File: src/rtl/csr_unit_pkg.sv
// Shared definitions for the CSR execution unit.
// Holds CSR addresses, the "no access" address, funct3 op codes and FSM states.
// Pure declarations; no logic or timing of its own.
package csr_unit_pkg;

  // CSR addresses implemented by this core
  localparam logic [11:0] CSR_MSTATUS   = 12'h300;
  localparam logic [11:0] CSR_MISA      = 12'h301;
  localparam logic [11:0] CSR_MTVEC     = 12'h305;
  localparam logic [11:0] CSR_MSCRATCH  = 12'h340;
  localparam logic [11:0] CSR_MEPC      = 12'h341;
  localparam logic [11:0] CSR_MCYCLE    = 12'hB00;
  localparam logic [11:0] CSR_MCYCLEH   = 12'hB80;
  localparam logic [11:0] CSR_MVENDORID = 12'hF11;

  // Address driven on raddr/waddr when no access is intended
  localparam logic [11:0] CSR_ADDR_DISABLE = 12'hFFF;

  // funct3 encodings of the Zicsr instructions
  localparam logic [2:0] OP_RW  = 3'b001;
  localparam logic [2:0] OP_RS  = 3'b010;
  localparam logic [2:0] OP_RC  = 3'b011;
  localparam logic [2:0] OP_RWI = 3'b101;
  localparam logic [2:0] OP_RSI = 3'b110;
  localparam logic [2:0] OP_RCI = 3'b111;

  typedef enum logic [1:0] {
    ST_IDLE = 2'd0,
    ST_READ = 2'd1,
    ST_WCSR = 2'd2,
    ST_WRD  = 2'd3
  } state_t;

  // True for every CSR address this core implements
  function automatic logic csr_addr_known(input logic [11:0] addr);
    logic known;
    case (addr)
      CSR_MSTATUS, CSR_MISA, CSR_MTVEC, CSR_MSCRATCH,
      CSR_MEPC, CSR_MCYCLE, CSR_MCYCLEH, CSR_MVENDORID: known = 1'b1;
      default:                                           known = 1'b0;
    endcase
    return known;
  endfunction

endpackage

File: src/rtl/csr_alu.sv
// New-value and legality computation for one CSR instruction.
// Purely combinational, zero latency.
// No flow control; results are qualified by the caller's FSM state.
module csr_alu
  import csr_unit_pkg::*;
(
  input  logic [2:0]  op,
  input  logic [11:0] csr,
  input  logic [4:0]  rs1_idx,
  input  logic [31:0] operand,
  input  logic [31:0] old_val,
  output logic [31:0] new_val,
  output logic        wr_req,
  output logic        illegal
);

  logic op_valid;

  // Select the write value; set/clear forms with rs1/zimm = 0 are read-only
  always_comb begin
    new_val  = 32'd0;
    wr_req   = 1'b0;
    op_valid = 1'b1;
    case (op)
      OP_RW, OP_RWI: begin
        new_val = operand;
        wr_req  = 1'b1;
      end
      OP_RS, OP_RSI: begin
        new_val = old_val | operand;
        wr_req  = (rs1_idx != 5'd0);
      end
      OP_RC, OP_RCI: begin
        new_val = old_val & ~operand;
        wr_req  = (rs1_idx != 5'd0);
      end
      default: op_valid = 1'b0;
    endcase
    // Unknown address, or a real write to the read-only space [11:10]=11
    illegal = !op_valid || !csr_addr_known(csr) || (wr_req && (csr[11:10] == 2'b11));
  end

endmodule

File: src/rtl/csr_unit.sv
// Executes one CSR instruction: read, CSR write, rd write, then ready again.
// Fixed latency: accept T, CSR write T+2, rd write and resp_valid T+3.
// req_ready only in IDLE; flush aborts in READ, is ignored once writing starts.
module csr_unit
  import csr_unit_pkg::*;
(
  input  logic        clk,
  input  logic        rst,
  input  logic        req_valid,
  output logic        req_ready,
  input  logic [2:0]  req_op,
  input  logic [11:0] req_csr,
  input  logic [4:0]  req_rs1_idx,
  input  logic [31:0] req_rs1_data,
  input  logic [4:0]  req_rd,
  input  logic        flush,
  output logic [11:0] csr_raddr,
  input  logic [31:0] csr_rdata,
  output logic [11:0] csr_waddr,
  output logic [31:0] csr_wdata,
  output logic        rd_we,
  output logic [4:0]  waddr,
  output logic [31:0] wdata,
  output logic        resp_valid,
  output logic        resp_illegal
);

  state_t      state, state_nxt;
  logic [2:0]  op_q;
  logic [11:0] csr_q;
  logic [31:0] operand_q;
  logic [4:0]  rs1_idx_q;
  logic [4:0]  rd_q;
  logic [31:0] old_q;
  logic [31:0] new_val;
  logic        wr_req;
  logic        illegal;
  logic        accept;

  // A flush in IDLE blocks acceptance for that cycle
  assign accept = !rst && (state == ST_IDLE) && req_valid && !flush;

  csr_alu u_alu (
    .op      (op_q),
    .csr     (csr_q),
    .rs1_idx (rs1_idx_q),
    .operand (operand_q),
    .old_val (old_q),
    .new_val (new_val),
    .wr_req  (wr_req),
    .illegal (illegal)
  );

  // State register
  always_ff @(posedge clk) begin
    if (rst) state <= ST_IDLE;
    else     state <= state_nxt;
  end

  // Latch the instruction on accept and the old CSR value during READ
  always_ff @(posedge clk) begin
    if (rst) begin
      op_q      <= 3'd0;
      csr_q     <= CSR_ADDR_DISABLE;
      operand_q <= 32'd0;
      rs1_idx_q <= 5'd0;
      rd_q      <= 5'd0;
      old_q     <= 32'd0;
    end else begin
      if (accept) begin
        op_q      <= req_op;
        csr_q     <= req_csr;
        operand_q <= req_op[2] ? {27'd0, req_rs1_idx} : req_rs1_data;
        rs1_idx_q <= req_rs1_idx;
        rd_q      <= req_rd;
      end
      if (state == ST_READ) old_q <= csr_rdata;
    end
  end

  // Next state and per-state outputs; reset forces idle outputs so an
  // in-flight write is never presented while rst is high
  always_comb begin
    state_nxt    = state;
    req_ready    = 1'b0;
    csr_raddr    = CSR_ADDR_DISABLE;
    csr_waddr    = CSR_ADDR_DISABLE;
    csr_wdata    = 32'd0;
    rd_we        = 1'b0;
    waddr        = 5'd0;
    wdata        = 32'd0;
    resp_valid   = 1'b0;
    resp_illegal = 1'b0;
    if (rst) begin
      state_nxt = ST_IDLE;
      req_ready = 1'b1;
    end else begin
      case (state)
        ST_IDLE: begin
          req_ready = 1'b1;
          if (accept) state_nxt = ST_READ;
        end
        ST_READ: begin
          csr_raddr = csr_q;
          state_nxt = flush ? ST_IDLE : ST_WCSR;
        end
        ST_WCSR: begin
          if (!illegal && wr_req) begin
            csr_waddr = csr_q;
            csr_wdata = new_val;
          end
          state_nxt = ST_WRD;
        end
        ST_WRD: begin
          resp_valid   = 1'b1;
          resp_illegal = illegal;
          if (!illegal && (rd_q != 5'd0)) begin
            rd_we = 1'b1;
            waddr = rd_q;
            wdata = old_q;
          end
          state_nxt = ST_IDLE;
        end
        default: state_nxt = ST_IDLE;
      endcase
    end
  end

endmodule

File: config.mk
export PLATFORM = sky130hd
export DESIGN_NAME = csr_unit
export DESIGN_NICKNAME = d
export VERILOG_FILES = /design/src/rtl/csr_unit_pkg.sv /design/src/rtl/csr_alu.sv /design/src/rtl/csr_unit.sv
export SDC_FILE = /design/constraint.sdc
export NUM_CORES = 1
export LEC_CHECK = 0
export BUFFER_PORTS_ARGS = -buffer_cell sky130_fd_sc_hd__buf_4
export CAP_MARGIN = 20
export CORE_ASPECT_RATIO = 1.1
export CORE_UTILIZATION = 39
export CTS_CLUSTER_SIZE = 14
export DETAILED_ROUTE_END_ITERATION = 16
export PLACE_DENSITY = 0.69
export SKIP_LAST_GASP = 1
export SLEW_MARGIN = 15
export SYNTH_ARGS = -nofsm -noshare
export SYNTH_HDL_FRONTEND = slang
export SYNTH_HIERARCHICAL = 1
export SYNTH_SLANG_ARGS = --single-unit
File: constraint.sdc
create_clock -name clk -period 2.3 [get_ports clk]
set_clock_uncertainty 0.2 [all_clocks]
set_input_delay 0.115 -clock clk [delete_from_list [all_inputs] [get_ports clk]]
set_output_delay 0.115 -clock clk [all_outputs]
set_load 0.03 [all_outputs]
======== Word level (Yosys, flattened, before mapping) ========
Index checks and enable logic that the tools add are counted.
operators by class
  equal/unequal tests ..................... 19
  muxes and demuxes ....................... 31
  bitwise operators ....................... 3
  reduce and logical (&&, ||, !) cells .... 22
operators by type and width
  cell                                                                      count
  32-bit 2-to-1 mux                                                         7
  32-bit one-hot mux with 3 select lines                                    1
  12-bit by 10-bit equality test with 1-bit output (second input constant)  5
  12-bit 2-to-1 mux                                                         5
  12-bit equality test (second input constant)                              3
  32-bit bitwise AND                                                        1
  32-bit inverter                                                           1
  32-bit OR                                                                 1
  5-bit 2-to-1 mux                                                          3
  1-bit 2-to-1 mux                                                          11
  5-bit nonzero test                                                        2
  3-bit equality test (second input constant)                               3
  2-bit one-hot mux with 4 select lines                                     1
  8-bit OR reduction                                                        1
  2-bit equality test (second input constant)                               3
  3-bit by 2-bit equality test with 1-bit output (second input constant)    2
  1-bit logical AND                                                         6
  2-bit OR reduction                                                        3
  6-bit OR reduction                                                        1
  1-bit zero test                                                           5
  2-bit 2-to-1 mux                                                          2
  4-bit OR reduction                                                        1
  3-bit by 1-bit equality test with 1-bit output (second input constant)    1
  2-bit by 1-bit equality test with 1-bit output (second input constant)    1
  other kinds (4)                                                           5
word-level totals
  bits in registers ....................... 91
  output and inout bits ................... 97

======== Depth between registers and ports, before layout ========
Gate-level depths: netlist of run 1.
  word-level depth ........................ 11
  gate-level depth with buffers ........... 10
  depth with buffers taken out ............ 6

======== Cells and area by module ========
The synthesis of run 1 kept the hierarchy.
by module, submodules not included
  module    instances  cells an instance  area each (µm²)  seq. area each (µm²)
  csr_unit  1          457                3829.9           1821.7
  csr_alu   1          127                918.4            0.0

======== Worst setup path before layout of run 1 ========
OpenSTA, ideal clock, no wires.
  path type ............................... register to output
  start ................................... reg csr_q[11]
  end ..................................... out wdata[22]
  arrival ................................. 2.659 ns
  path slack .............................. -0.674 ns
  stages on the path, launching flop included .. 8
  buffers on the path ..................... 1
  path through ............................ dfxtp_1 -> or4b_4 -> a2111oi_4 -> o221ai_2 -> and4bb_2 -> o21a_1 -> clkbuf_1 -> and2_1
on the way
  word-level cells in the longest chain between the ends .. 11
RTL lines
  what                                                                                             line                RTL
  start: declaration                                                                               csr_unit.sv:30      logic [11:0] csr_q;
  start signal: assignment                                                                         csr_unit.sv:72      csr_q <= req_csr;
  12-bit by 10-bit equality test with 1-bit output / 12-bit equality test (equally long branches)  csr_unit_pkg.sv:37  case (addr)
  8-bit OR reduction                                                                               csr_unit_pkg.sv:37
  1-bit 2-to-1 mux                                                                                 csr_unit_pkg.sv:37
  1-bit zero test                                                                                  csr_alu.sv:40       illegal = !op_valid || !csr_addr_known(csr) || (wr_req && (csr[11:10] == 2'b11));
  1-bit logical OR                                                                                 csr_alu.sv:40
  1-bit logical OR (*)                                                                             csr_alu.sv:40
  net illegal                                                                                      csr_unit.sv:37      logic illegal;
  1-bit zero test (*)                                                                              csr_unit.sv:117     if (!illegal && (rd_q != 5'd0)) begin
  1-bit logical AND (*)                                                                            csr_unit.sv:117
  32-bit 2-to-1 mux (*)                                                                            csr_unit.sv:117
  32-bit 2-to-1 mux (*)                                                                            csr_unit.sv:98      case (state)
  32-bit 2-to-1 mux (*)                                                                            csr_unit.sv:94      if (rst) begin
  end: declaration                                                                                 csr_unit.sv:23      output logic [31:0] wdata,
Mark *: on every way through the listed nets, which the timed path passes. The rest lies on a longest branch.

======== Worst setup path in the final report of run 1 ========
  start ................................... reg csr_q[4]
  end ..................................... out wdata[16]
on the way
  word-level cells in the longest chain between the ends .. 11
RTL lines
  what                                                                                             line
  12-bit by 10-bit equality test with 1-bit output / 12-bit equality test (equally long branches)  csr_unit_pkg.sv:37
  8-bit OR reduction (*)                                                                           csr_unit_pkg.sv:37
  1-bit 2-to-1 mux (*)                                                                             csr_unit_pkg.sv:37
  1-bit zero test (*)                                                                              csr_alu.sv:40
  1-bit logical OR (*) (2 in series)                                                               csr_alu.sv:40
  net illegal                                                                                      csr_unit.sv:37
  1-bit zero test (*)                                                                              csr_unit.sv:117
  1-bit logical AND (*)                                                                            csr_unit.sv:117
  32-bit 2-to-1 mux (*)                                                                            csr_unit.sv:117
  32-bit 2-to-1 mux (*)                                                                            csr_unit.sv:98
  32-bit 2-to-1 mux (*)                                                                            csr_unit.sv:94
Marked as above.

==> metrics, run 1 <==
status=finished, violations left; failing checks=negative setup slack; Die W=107 µm; P per Cell Area=461 nW/µm²; max-cap viol count=0; Slew HR=67.6%; grt met2 use=46.1%; Tot GR Track Use=between 20 and 30%; hold_ws=0.0182 ns; CP startpoint kind=flip-flop; die area=12500 µm²; clk slew on worst S/H paths=0.06 ns; PortBufs=between 150 and 200; final setup fails=83; Place WS=-0.388 ns; Die Height=117 µm; clk buf depth=2; detailed placer's ending HPWL=around 10 mm; final hold viol count=0; # diodes=0; Power, Total=3750 µW; post-DR wirelength/cell=16.5 µm; Fmax achieved=0.340 GHz; setup TNS=-48.01 ns; Root Driver=clkbuf_16; final slew viol count=0; Worst-Skew Late Latency=0.34 ns; period utilization=128%; worst hold path depth=3; routed via count=5137; RePlAce Congestion=0.832; Hold Path Sink=operand_q[1]; Layout area overhead=72.7%; routing usage on met1=29.4%; Pint=2830 µW; VDD IR-drop max=0.367 mV; CTS tree=done; Sw Share=24.6%; first-pass GRT wire length=around 25 mm; fin worst setup slack=-0.640 ns; DRT iter0 DRCs=237; row count=41; RSZ-0062 raised after global routing=yes; combinational share of power=16.9%; drt pass-1 iters=4; Cells after Synth=580; post-synth net total=673; busiest grt layer=met2; CTS Buf Count=9; Layout Utilization=69.9%; drt total wl=16.6 mm; Congestion Overflow GR=0; Reg2Reg Setup Slack=about 0.42 ns; NetSw=925 µW; Crit Path Max Fanout=18; synth warn=6; antenna-violating nets left=0; critical path type=reg -> out; endpoint type of the worst setup path=output pin; syn_area_per_cell=8.13 µm²; GR Layer Usage met3=about 4.5%; TritonCTS Sinks=90; I/O pin count=between 150 and 200; mapped cell area=about 4700 µm²; DR vias/cell=5.08; largest net degree at the start of global routing=between 40 and 50; LEAKAGE=0.00356 µW; hold_sp=req_rs1_data[1]; layout cell share with drive strength beyond 1=between 30% and 40%; post-layout min period=2.94 ns; # H-tree levels=3; worst-margin pin slew=between 0.4 and 0.5 ns; initial antenna violation count=0; final net count=950; Hold Path Class=in -> reg; Worst Path Required=just under 2 ns; Starting Density=40.5%; RR Endpoint=old_q[19]; sequential share of power=45.2%; Critical Path AT=2.62 ns; Clock power frac=about 38%; Residual DRC=0; core area=11600 µm²; vias in the first global route=5150; FF-to-FF path depth=4
[worst max-delay path: stages, from the launching register on]
cell	delay [ns]
dfxtp_2	0.32
or4b_4	0.54
a2111oi_4	0.32
o221ai_2	0.15
and4bb_2	0.33
o21a_4	0.17
buf_12	0.16
and2_4	0.15
buf_4	0.15
[worst max path at each step]
stage                        start         to  slack, ns  depth (start not counted)
after floorplan           csr_q[4]  wdata[22]      -0.24                          7
after global placement    csr_q[4]  wdata[31]      -0.33                          8
after detailed placement  csr_q[4]  wdata[31]      -0.39                          8
after CTS                 csr_q[4]  wdata[31]      -0.64                          8
after global routing      csr_q[4]  wdata[16]      -0.73                          8
final                     csr_q[4]  wdata[16]      -0.64                          8
[stage by stage]
step           area (µm²)  instances
4_1_cts              8000       1008
2_1_floorplan        4960        580
5_1_grt              8150       1011
3_3_place_gp         6600        901
6_report             8150       1011
3_5_place_dp         6600        901
[area by class of cell]
cell class	instances	area, µm²
Timing Repair Buffer	317	2900
Clock inverter	2	10.0
Sequential cell	90	1810
Fill cell	863	3500
Inverter	33	124
Clock buffer	13	280
Tap cell	150	188
Multi-Input combinational cell	406	2840
[sequential cells by signal (all words and copies together) (netlist names), named ones only]
signal,cells
operand_q,32
op_q,2
rd_q,5
old_q,32
csr_q,12
state,1
rs1_idx_q,5
[layout by cell type, fill, tap and decap left out, types with 7 or more instances in the layout]
cell,count
a22o_1,59
inv_1,33
nand3b_1,12
dlygate4sd3_1,89
buf_4,177
buf_6,41
nand2_1,114
nor2_1,10
clkbuf_16,11
or3_1,12
mux2i_1,37
nand2b_4,12
dfxtp_1,87
and2_4,64
buf_12,7
a21oi_1,46
[metal layers]
metal	wire length, µm	vias up
met3	834	25
li1	-	2498
met4	313	0
met1	6880	2434
met5	0	-
met2	8610	180
[power by group through the flow]
stage,clock network [µW],logic [µW],registers [µW]
after floorplan,0,264,1710
after global placement,0,481,1720
after detailed placement,0,491,1730
after CTS,1450,623,1690
after global routing,1510,683,1700
final,1420,633,1700
[timing repair]
| item | in CTS | in global routing |
|---|---|---|
| gates cloned | 1 | 3 |
| resized for setup | 39 | 23 |
| hold buffers | 89 | 0 |
| endpoints found under the setup margin | 83 | 85 |
| hold endpoints to repair | 88 | 0 |
| buffers inserted | 3 | 1 |
| pin swaps | 4 | 4 |
No activity file was read; power rests on OpenSTA's default activity.
==> run 2: changes to the inputs <==
--- a/config.mk
+++ b/config.mk
@@ -11,6 +11,7 @@
 export CORE_UTILIZATION = 39
 export CTS_CLUSTER_SIZE = 14
 export DETAILED_ROUTE_END_ITERATION = 16
+export GPL_TIMING_DRIVEN = 0
 export PLACE_DENSITY = 0.69
 export SKIP_LAST_GASP = 1
 export SLEW_MARGIN = 15
==> run 2 against run 1 <==
The run still ends with negative setup slack left. Final area increased by 2.5%. Largest cell class unchanged. Non-clock buffer count increased by 31. Worst setup slack got worse by 0.14 ns. First-iteration DRC count increased by 12%. Cell count increased by 3.2%. Wire length increased by 6.9%.
==> metrics, run 2 (synthesis gave the netlist of run 1 again) <==
core area=11600 µm² (unchanged); setup TNS=-59.08 ns (-11.07 ns); fin worst setup slack=-0.779 ns (-0.140 ns); combinational share of power=16.4% (-0.5 points); DR vias/cell=5.20 (+2.3%); # H-tree levels=3 (unchanged); CP startpoint kind=flip-flop; CTS tree=done; Slew HR=63.0% (-4.6 points); drt total wl=17.8 mm (+6.9%); leading cell types in the layout, fill and taps excluded=141 x buf_4, 114 x nand2_1, 91 x dlygate4sd3_1; Tot GR Track Use=28.5% (+3.1 points); Hold Path Class=in -> reg; clk slew on worst S/H paths=0.06 ns (about the same); Pint=2880 µW (+1.8%); final hold viol count=0 (unchanged); Fmax achieved=0.325 GHz (-4.5%); largest net degree at the start of global routing=14 (-71%); Worst-Skew Late Latency=0.34 ns (about the same); CTS Buf Count=9 (unchanged); final net count=981 (+3.3%); Congestion Overflow GR=0 (unchanged); commonest non-fill, non-tap cell in the layout=buf_4; Top Registers=old_q x32, operand_q x32, csr_q x12; Die W=107 µm (unchanged); Root Driver=clkbuf_16; vias in the first global route=5619 (+9.1%); DRT iter0 DRCs=266 (+12%); hold_ws=0.135 ns (+0.117 ns); antenna-violating nets left=0 (unchanged); drt pass-1 iters=4 (unchanged); post-layout min period=3.08 ns (+0.140 ns); routed via count=5419 (+5.5%); Layout area overhead=77.1%; VDD IR-drop max=0.331 mV (-9.7%); sequential share of power=44.3% (-0.9 points); Starting Density=40.5% (unchanged); Clock power frac=39.3% (+1.4 points); TritonCTS Sinks=90 (unchanged); Critical Path AT=2.76 ns (+0.14 ns); period utilization=134% (+6.1 points); final slew viol count=0 (unchanged); endpoint type of the worst setup path=output pin; layout cell share with drive strength beyond 1=37.8% (-1.4 points); Residual DRC=0 (unchanged); Power, Total=3840 µW (+2.2%); max-cap viol count=0 (unchanged); worst-margin pin slew=0.554 ns (+0.0684 ns); first-pass GRT wire length=27.9 mm (+11%); LEAKAGE=0.00360 µW (+1.1%); critical path type=reg -> out; post-DR wirelength/cell=17.1 µm (+3.6%); Worst Path Required=1.99 ns (about the same); clk buf depth=2 (unchanged); Die Height=117 µm (unchanged); I/O pin count=190 (unchanged); detailed placer's ending HPWL=11.4 mm (+12%); RSZ-0062 raised after global routing=yes; Crit Path Max Fanout=5 (-13); CP max-delay cell=or4b_4; final setup fails=84 (+1.2%); critical path's most frequent cell=clkbuf_16; # diodes=0 (unchanged); NetSw=958 µW (+3.6%); Sw Share=25.0% (+0.33 points); status=finished, violations left; die area=12500 µm² (unchanged); failing checks=negative setup slack; P per Cell Area=459 nW/µm² (-0.29%); initial antenna violation count=0 (unchanged); RePlAce Congestion=0.851 (+2.3%); PortBufs=187 (-1.1%); row count=41 (unchanged); crit-path cells=or4b_4 -> a2111oi_4 -> o221ai_2 -> buf_4 -> nor2_2 -> and3_4 -> clkbuf_16 -> clkbuf_16 -> and2_4 -> buf_6; CP peak stage delay=0.55 ns (about the same)
## run 2: cell types whose count changed in the layout (fill, tap and decap cells not counted), sizes merged
cell,change
buf,-8
bufinv,+1
clkbuf,+38
clkinv,-1
dlygate4sd3,+2
## run 2: layer usage
metal | wire [µm] | part of all wire [%] | vias up | GRT usage [%]
met5 | 0 | 0 | - | 0
met1 | 7310 | 41 | 2596 | 33.0
met3 | 900 | 5.1 | 47 | 5.06
met2 | 8960 | 50 | 214 | 50.1
met4 | 617 | 3.5 | 0 | 13.4
li1 | - | - | 2562 | -
## run 2: power groups by stage
stage	sequential [µW]	combinational (µW)	clock, µW
global route	1710	682	1580
detailed placement	1730	469	0
floorplan	1710	264	0
CTS	1700	603	1520
global placement	1730	456	0
finish	1700	628	1510
## run 2: timing repair
item,in CTS,in global routing
cloned,6,0
hold endpoints to repair,90,0
setup endpoints to repair,91,111
pin swaps,1,1
hold buffers,91,0
resized for setup,86,19
setup buffers,9,7
## run 2: layout make-up
class	count	area (µm²)
Buffer	49	364
Clock buffer	14	264
Clock inverter	2	35.0
Fill cell	865	3290
Inverter	33	124
Multi-Input combinational cell	406	2820
Sequential cell	90	1810
Tap cell	150	188
Timing Repair Buffer	299	2750
## run 2: worst max-delay path, delay by kind of cell (launching register included)
family | cells | cell delay (ns)
flops | 1 | 0.35
compound gates | 2 | 0.45
buf+inv | 4 | 0.60
simple gates | 4 | 1.01
## run 2: stage by stage
step / cells / cell area (µm²) / setup slack, ns / utilization [%]
after CTS: 1037 / 8240 / -0.773 / 70.8
after global placement: 917 / 6550 / -0.908 / 56.3
after floorplan: 580 / 4960 / -0.243 / -
after global routing: 1043 / 8350 / -0.880 / 71.7
after detailed placement: 917 / 6550 / -0.941 / 56.3
final: 1043 / 8350 / -0.779 / 71.7
## run 2: final timing paths
check | startpoint | slack [ns] | cells past startpoint | endpoint
max | csr_q[4] | -0.78 | 10 | csr_wdata[0]
min reg2reg | rs1_idx_q[1] | 0.25 | 2 | rs1_idx_q[1]
max reg2reg | state[0] | 0.23 | 6 | rs1_idx_q[2]
min | req_op[2] | 0.13 | 3 | operand_q[2]
==> run 3: changes to the inputs <==
--- a/config.mk
+++ b/config.mk
@@ -12,7 +12,7 @@
 export CTS_CLUSTER_SIZE = 14
 export DETAILED_ROUTE_END_ITERATION = 16
 export GPL_TIMING_DRIVEN = 0
-export PLACE_DENSITY = 0.69
+export PLACE_DENSITY = 0.79
 export SKIP_LAST_GASP = 1
 export SLEW_MARGIN = 15
 export SYNTH_ARGS = -nofsm -noshare
==> run 3 against run 2 <==
The run still ends with negative setup slack left. Sequential share of layout area grew 0.38 points. Combinational power fell by 0.6%. Cell count shrank 0.58%. Register-to-register slack got worse by 0.27 ns. Worst setup slack improved by 0.0041 ns. First-iteration DRC count grew 13%. Die area unchanged. Critical path depth fell by 2. Fmax up 0.13%. Final area decreased by 1.7%. Flip-flop and latch count unchanged. Worst hold slack better by 0.013 ns. Largest cell class unchanged.
==> metrics, run 3 (synthesis gave the netlist of run 1 again) <==
status=finished, violations left; failing checks=negative setup slack; Residual DRC=0 (unchanged); RePlAce Congestion=0.846 (-0.56%); drt total wl=18.3 mm (+2.8%); Fmax achieved=0.325 GHz (+0.13%); post-DR wirelength/cell=17.6 µm (+3.4%); endpoint type of the worst setup path=output pin; drt pass-1 iters=4 (unchanged); Crit. Startpoint=csr_q[4]; DR vias/cell=5.28 (+1.6%); worst hold path depth=3 (unchanged); post-route cell area=8210 µm² (-1.7%); first-pass GRT wire length=28.1 mm (+0.72%); Top Registers=old_q x32, operand_q x32, csr_q x12; die area=12500 µm² (unchanged); final hold viol count=0 (unchanged); PortBufs=187 (unchanged); Tot GR Track Use=28.9% (+0.36 points); max-cap viol count=0 (unchanged); vias in the first global route=5554 (-1.2%); period utilization=134% (-0.18 points); TritonCTS Sinks=90 (unchanged); I/O pin count=190 (unchanged); core area=11600 µm² (unchanged); Power, Total=3760 µW (-1.9%); Worst Path Required=1.99 ns (about the same); worst-margin pin slew=0.943 ns (+0.389 ns); commonest non-fill, non-tap cell in the layout=buf_4; row count=41 (unchanged); critical path type=reg -> out; Die Height=117 µm (unchanged); CP max-delay cell=or4b_4; layout cell share with drive strength beyond 1=37.0% (-0.83 points); Starting Density=40.5% (unchanged); CTS tree=done; Sw Share=26.0% (+1.0 points); Worst-Skew Late Latency=0.33 ns (about the same); Clock power frac=38.2% (-1.1 points); Crit Path Max Fanout=10 (+5); Die W=107 µm (unchanged); P per Cell Area=459 nW/µm² (-0.19%); clk buf depth=2 (unchanged); sequential share of power=45.2% (+0.9 points); hold_ws=0.148 ns (+0.0127 ns); Hold Path Class=in -> reg; routed via count=5472 (+0.98%); setup TNS=-60.64 ns (-1.56 ns); clk slew on worst S/H paths=0.06 ns (about the same); initial antenna violation count=0 (unchanged); Pint=2790 µW (-3.2%); combinational share of power=16.6% (+0.2 points); LEAKAGE=0.00351 µW (-2.6%); Reg2Reg Setup Slack=-0.04 ns (-0.27 ns); RR Endpoint=operand_q[20]; Root Driver=clkbuf_16; # H-tree levels=3 (unchanged); detailed placer's ending HPWL=11.3 mm (-0.89%); Slew HR=36.9% (-26 points); VDD IR-drop max=0.328 mV (-1.1%); r2r startpoint=state[0]; leading cell types in the layout, fill and taps excluded=148 x buf_4, 114 x nand2_1, 91 x dlygate4sd3_1; final slew viol count=0 (unchanged); largest net degree at the start of global routing=18 (+4); Setup crit end=wdata[14]; Critical Path AT=2.76 ns (about the same); CTS Buf Count=9 (unchanged); CP peak stage delay=0.55 ns (about the same); antenna-violating nets left=0 (unchanged); fin worst setup slack=-0.775 ns (+0.00406 ns); final setup fails=93 (+11%); Layout area overhead=74.0%; NetSw=978 µW (+2.1%); Congestion Overflow GR=0 (unchanged); Cell Area, Placed=6550 µm² (unchanged); DRT iter0 DRCs=301 (+13%); CP startpoint kind=flip-flop; RSZ-0062 raised after global routing=yes; crit-path cells=or4b_4 -> a2111oi_4 -> o221ai_2 -> and4bb_2 -> o21a_4 -> clkbuf_8 -> and2_4 -> buf_4; FF-to-FF path depth=5 (-1); final net count=974 (-0.71%); post-layout min period=3.08 ns (-0.00406 ns)
## run 3: cell types whose count changed in the layout (fill, tap and decap cells not counted), moves of 3 or more
cell,change
nand2b_4,-4
nand2b_1,+4
buf_6,-13
clkbuf_8,+6
buf_8,-7
buf_4,+7
clkbuf_1,-3
## run 3: what timing repair did
action                                 CTS  global route
endpoints found under the hold margin   90             0
setup endpoints to repair               91           112
gates resized for setup                 74             5
buffers inserted                         8             1
gates cloned                             5             0
pin swaps                                1             1
hold buffers                            91             0
## run 3: layout make-up
class / instances / area [µm²]
Sequential cell: 90 / 1810
Timing Repair Buffer: 292 / 2640
Tap cell: 150 / 188
Antenna cell: 1 / 2.50
Clock buffer: 12 / 267
Fill cell: 843 / 3440
Buffer: 49 / 359
Inverter: 33 / 124
Multi-Input combinational cell: 406 / 2790
Clock inverter: 4 / 25.0
## run 3: power groups by stage
stage | Sequential (µW) | Clock, µW | Combinational (µW)
after global routing | 1710 | 1510 | 669
after detailed placement | 1730 | 0 | 469
after global placement | 1730 | 0 | 452
after floorplan | 1710 | 0 | 264
final | 1700 | 1440 | 624
after CTS | 1700 | 1440 | 602
## run 3: how the worst min path moves through the flow
stage	to	startpoint	slack, ns
3_3_place_gp	csr_q[5]	req_csr[5]	0.13
2_1_floorplan	csr_q[11]	req_csr[11]	0.04
5_1_grt	operand_q[4]	req_op[2]	0.17
3_5_place_dp	csr_q[8]	req_csr[8]	0.13
6_report	operand_q[2]	req_op[2]	0.15
4_1_cts	operand_q[3]	req_op[2]	0.13
## run 3: metal layers
metal	part of all wire (%)	GRT usage (%)
met1	38	32.9
met2	51	50.7
met3	6.6	5.28
met4	4.1	14.6
met5	0	0
## run 3: worst max-delay path, delay by kind of cell (launching register included)
family | cells | cell delay, ns
simple gates | 3 | 1.05
flops | 1 | 0.36
compound gates | 3 | 0.67
buf+inv | 2 | 0.34
## run 3: stage by stage
stage                     util [%]  instances  setup slack, ns
final                         70.5       1037           -0.775
after detailed placement      56.3        917           -0.926
after global routing          70.5       1036           -0.879
after CTS                     70.3       1035           -0.743
after floorplan                  -        580           -0.243
after global placement        56.3        917           -0.895
